## config.mk

```make
export PLATFORM = sky130hd
export DESIGN_NAME = cache_control
export DESIGN_NICKNAME = d
export VERILOG_FILES = /design/src/rtl/cache_control_pkg.sv /design/src/rtl/cache_control_lru.sv /design/src/rtl/cache_control.sv
export SDC_FILE = /design/constraint.sdc
export NUM_CORES = 1
export LEC_CHECK = 0
export CORE_MARGIN = 5
export CORE_UTILIZATION = 41
export CTS_CLUSTER_SIZE = 30
export DETAILED_ROUTE_END_ITERATION = 8
export PLACE_DENSITY_LB_ADDON = 0.12
export SLEW_MARGIN = 20
export SYNTH_ARGS = -nofsm -noshare
export SYNTH_HDL_FRONTEND = slang
export SYNTH_SLANG_ARGS = --single-unit
```

## constraint.sdc

```tcl
create_clock -name clk -period 2.2 [get_ports clk]
set_input_delay 0.44 -clock clk [delete_from_list [all_inputs] [get_ports clk]]
set_output_delay 0.44 -clock clk [all_outputs]
set_load 0.05 [all_outputs]
```

## src/rtl/cache_control_pkg.sv

```systemverilog
// Shared types for the L1 cache controller: address/data mux selects, FSM states
// and LRU geometry.
package sourcemux;
  typedef enum logic {
    memory = 1'b0,
    cache  = 1'b1
  } sourcemux_sel_t;
endpackage

package datainmux;
  typedef enum logic {
    cpu  = 1'b0,
    pmem = 1'b1
  } datainmux_sel_t;
endpackage

package cache_control_pkg;
  typedef enum logic [1:0] {
    CHECK     = 2'd0,
    WRITEBACK = 2'd1,
    ALLOCATE  = 2'd2
  } cache_state_t;

  localparam int LRU_SETS  = 8;
  localparam int LRU_IDX_W = $clog2(LRU_SETS);
endpackage

```

## src/rtl/cache_control_lru.sv

```systemverilog
// Per-set 1-bit LRU storage: combinational read, edge write, synchronous clear.
module lru_array
  import cache_control_pkg::*;
#(
  parameter int NUM_SETS = LRU_SETS,
  parameter int IDX_W    = LRU_IDX_W
) (
  input  logic             clk,
  input  logic             rst,
  input  logic [IDX_W-1:0] rd_idx,
  output logic             rd_bit,
  input  logic             we,
  input  logic [IDX_W-1:0] wr_idx,
  input  logic             wr_bit
);

  logic [NUM_SETS-1:0] bits_q;

  assign rd_bit = bits_q[rd_idx];

  always_ff @(posedge clk) begin
    if (rst)     bits_q <= '0;
    else if (we) bits_q[wr_idx] <= wr_bit;
  end

endmodule

```

## src/rtl/cache_control.sv

```systemverilog
// Sequencing FSM for the 2-way L1 cache: hit / clean miss / dirty miss handling,
// datapath load enables and per-set LRU ownership.
module cache_control
  import cache_control_pkg::*;
#(
  parameter int NUM_SETS = 8,
  parameter int NUM_WAYS = 2
) (
  input  logic                      clk,
  input  logic                      rst,
  input  logic                      mem_read,
  input  logic                      mem_write,
  input  logic [2:0]                index,
  input  logic [1:0]                hit,
  input  logic [1:0]                valid,
  input  logic [1:0]                dirty,
  input  logic                      pmem_resp,
  output logic                      mem_resp,
  output logic                      pmem_read,
  output logic                      pmem_write,
  output sourcemux::sourcemux_sel_t sourcemux_sel,
  output logic                      way_sel,
  output datainmux::datainmux_sel_t datainmux_sel,
  output logic [1:0]                load_data,
  output logic [1:0]                load_tag,
  output logic [1:0]                set_valid,
  output logic [1:0]                set_dirty,
  output logic [1:0]                clear_dirty
);

  if (NUM_WAYS != 2) begin : g_ways_chk
    $error("cache_control: only NUM_WAYS == 2 is supported");
  end
  if (NUM_SETS != (1 << $bits(index))) begin : g_sets_chk
    $error("cache_control: NUM_SETS must equal 2^index width");
  end

  cache_state_t state_q, state_d;
  logic         victim_q, victim_d;
  logic         lru_rd, lru_we, lru_wd;
  logic         req, hit_way, any_hit;

  assign req     = mem_read | mem_write;
  assign any_hit = |hit;
  // Both ways matching is illegal; resolve toward way 0.
  assign hit_way = ~hit[0];

  lru_array #(.NUM_SETS(NUM_SETS), .IDX_W($bits(index))) u_lru (
    .clk    (clk),
    .rst    (rst),
    .rd_idx (index),
    .rd_bit (lru_rd),
    .we     (lru_we),
    .wr_idx (index),
    .wr_bit (lru_wd)
  );

  always_ff @(posedge clk) begin
    if (rst) begin
      state_q  <= CHECK;
      victim_q <= 1'b0;
    end else begin
      state_q  <= state_d;
      victim_q <= victim_d;
    end
  end

  always_comb begin
    state_d       = state_q;
    victim_d      = victim_q;
    mem_resp      = 1'b0;
    pmem_read     = 1'b0;
    pmem_write    = 1'b0;
    sourcemux_sel = sourcemux::memory;
    way_sel       = 1'b0;
    datainmux_sel = datainmux::cpu;
    load_data     = '0;
    load_tag      = '0;
    set_valid     = '0;
    set_dirty     = '0;
    clear_dirty   = '0;
    lru_we        = 1'b0;
    lru_wd        = 1'b0;

    unique case (state_q)
      CHECK: begin
        if (req && any_hit) begin
          mem_resp = 1'b1;
          way_sel  = hit_way;
          lru_we   = 1'b1;
          lru_wd   = ~hit_way;
          if (mem_write) begin
            load_data[hit_way] = 1'b1;
            set_dirty[hit_way] = 1'b1;
          end
        end else if (req) begin
          victim_d = lru_rd;
          state_d  = (valid[lru_rd] && dirty[lru_rd]) ? WRITEBACK : ALLOCATE;
        end
      end
      WRITEBACK: begin
        pmem_write    = 1'b1;
        sourcemux_sel = sourcemux::cache;
        way_sel       = victim_q;
        if (pmem_resp) state_d = ALLOCATE;
      end
      ALLOCATE: begin
        pmem_read     = 1'b1;
        way_sel       = victim_q;
        datainmux_sel = datainmux::pmem;
        if (pmem_resp) begin
          load_data[victim_q]   = 1'b1;
          load_tag[victim_q]    = 1'b1;
          set_valid[victim_q]   = 1'b1;
          clear_dirty[victim_q] = 1'b1;
          state_d               = CHECK;
        end
      end
      default: state_d = CHECK;
    endcase
  end

endmodule

```

==> results.cfg <==
[cts]
htree_levels = 1
cts_hold_buf = 0
numCtsBuffers = 3
worstSkewPairLatency_ns = 0.27
clockBufferDepth = 2
post_cts_buffers = 0
cts_tree = built
cts_sinks = 11
clk_pin_slew_ns = 0.07
cts_root_buf = clkbuf_4

[final_layout]
syn_to_final_growth_pct = 71.4
fin_nets = 138
stdcell_count = 136
drive_gt1_frac = 0.420
nFillCells = 138
utilization = 0.720
stdcell_area_um2 = 1220
num_antenna_cells = 0

[sta]
fmax_mhz = 470
rsz0062_at_grt = false
timing.hold.ws_ns = 0.523
period_minus_slack_ns = 2.13
setup_violations = 0
maxSlewViolCount = 0
fin_skew_ns = 0.00570
period_share = 0.968
setup_slack_ns = 0.0710
slew_headroom = 0.739
tns_ns = 0
tightest_slew_ns = 0.391
hold_viol = 0

[pwr]
power_density_nw_per_um2 = 601
totalPowerFinal_uw = 731
leakage_nw = 0.531
ir_worst_vdd_mv = 0.580

[setup_path]
endpoint_kind = output pin
cp.arrival_ns = 1.69
slowest_delay_ns = 0.42
worstPathMaxFanout = 3
cp.buffers_inverters = 2
crit_family = simple AND/OR/NAND/NOR gates
worst-setup-path-type = in -> out
cpMaxStageDelayCell = clkdlybuf4s50_1
start_kind = input port
required_ns = 1.76
cp_cell_sequence = clkdlybuf4s50_1 > nor3b_2 > and2_2 > or2_2 > buf_12

[synth]
netlist_top_cells_area = dfxtp_1 (31%), a211oi_1 (7.4%), ha_1 (7.1%), mux2i_1 (7.1%), buf_4 (6.3%)
synth-main-ff-cell = dfxtp_1
synth_top_area_share = 0.310
synth_edf_count = 0
synth.most_common_cell = dfxtp_1
seq_area_frac_synth = 0.310
synthTopCellsByCount = dfxtp_1 (11), a21oi_1 (8), nor2_1 (8)
synth_seq_cells = 11
syn-num-nets = 100
syn_inst = 82
async_flop_share = 0
post-synth-top-area-cell = dfxtp_1
yosysWarnings = 0
synth_cell_type_count = 27
netlist_area_um2 = 709
synth.avg_cell_area_um2 = 8.65

[detailed_routing]
wl_per_cell_um = 13.9
route.detailed.drc = 0
drt-total-wl_mm = 1.89
first_iter_violations = 13
first_pass_iters = 4
antenna_left = 0
via_count = 725
routed_via_density = 5.33

[placed_design]
pre_cts_slack_ns = -0.181
placed_cells = 132
place_area_um2 = 1160
gp_congestion = 0.782
dp_hpwl_mm = 1.53
portBuffers = 29

[global_route]
grt_pass1_vias = 665
antenna_found_initial = 0
grt_overflow = 0
grt_pass1_wl_mm = 3.15
grt_max_degree = 12
grt_usage = 0.159

[floorplanning]
die_area_um2 = 2660
die_w_um = 51.6
die_h_um = 51.6
coreArea_um2 = 1690
io_pins = 30
rows = 15
start_util = 0.420

[hold_path]
hold_path_class = reg -> reg

[run_status]
status = complete, no violations

[flow_run]
cap_violations = 0
==> layout by cell type, fill, tap and decap left out, types with 3 or more instances in the layout <==
cell / Yosys / layout
buf_4: 6 / 18
clkdlybuf4s50_1: 0 / 10
dfxtp_1: 11 / 9
buf_12: 0 / 11
nor2_1: 8 / 6
mux2i_1: 5 / 5
a211oi_1: 7 / 7
and2_2: 2 / 3
a21oi_1: 8 / 8
nand2_1: 3 / 3
ha_1: 4 / 3
clkbuf_4: 0 / 3
==> cell families (layout without fill, tap and decap cells) <==
group	Yosys count	count (layout)	share of synthesized area
flip-flops	11	11	0.310
AND/OR/NAND/NOR	24	24	0.178
buffers and inverters	12	49	0.106
multiplexers	6	6	0.102
AO/OA/AOI/OAI	25	25	0.233
adder cells (fa/ha/maj)	4	4	0.0705
==> per-layer routing <==
layer  up-vias  global-route usage  part of all wire
li1        370                   -                 -
met5         -                   0                 0
met3         2              0.0659             0.085
met4         0              0.0393            0.0079
met1       326               0.200              0.43
met2        27               0.252              0.48
==> final cells by class <==
class | instances | area, µm² | area share
Sequential cell | 11 | 223 | 0.183
Tap cell | 17 | 21.3 | 0.0175
Clock buffer | 3 | 22.5 | 0.0185
Multi-Input combinational cell | 59 | 448 | 0.368
Inverter | 3 | 11.3 | 0.00926
Timing Repair Buffer | 42 | 485 | 0.399
Clock inverter | 1 | 5.00 | 0.00412
==> sequential cells by signal (all words and copies together), names as in the netlist <==
| name | cells |
|---|---|
| victim_q | 1 |
| state_q | 2 |
| u_lru.bits_q | 8 |
==> worst register-to-register path, cell delays in order, from the launching register on <==
cell and delay (ns):
dfxtp_2 0.34, inv_2 0.08, ha_4 0.15, o21ai_2 0.06, buf_4 0.14, nor2_1 0.20, and2_2 0.23, a31oi_1 0.09
a311oi_1 0.25
==> what timing repair did <==
item	CTS	global route
pin swaps	2	2
resized for setup	8	5
setup endpoints to repair	3	3
==> where the power goes <==
part | leakage, nW | internal [mW] | switching [mW]
logic | 0.423 | 0.167 | 0.202
registers | 0.0903 | 0.213 | 0.0101
clock network | 0.0177 | 0.0673 | 0.0714
total | 0.531 | 0.448 | 0.284
==> worst paths after layout <==
check / depth (start not counted) / slack [ns] / start / endpoint
worst max-delay path: 5 / 0.07 / hit[1] / load_data[1]
worst min register to register: 2 / 0.52 / u_lru.bits_q[4]$_SDFFE_PP0P_ / u_lru.bits_q[4]$_SDFFE_PP0P_
worst max register to register: 8 / 0.57 / state_q[0]$_SDFFE_PP0P_ / u_lru.bits_q[7]$_SDFFE_PP0P_
worst min-delay path: 2 / 0.52 / u_lru.bits_q[4]$_SDFFE_PP0P_ / u_lru.bits_q[4]$_SDFFE_PP0P_
Power figures use the tool's default switching activity.
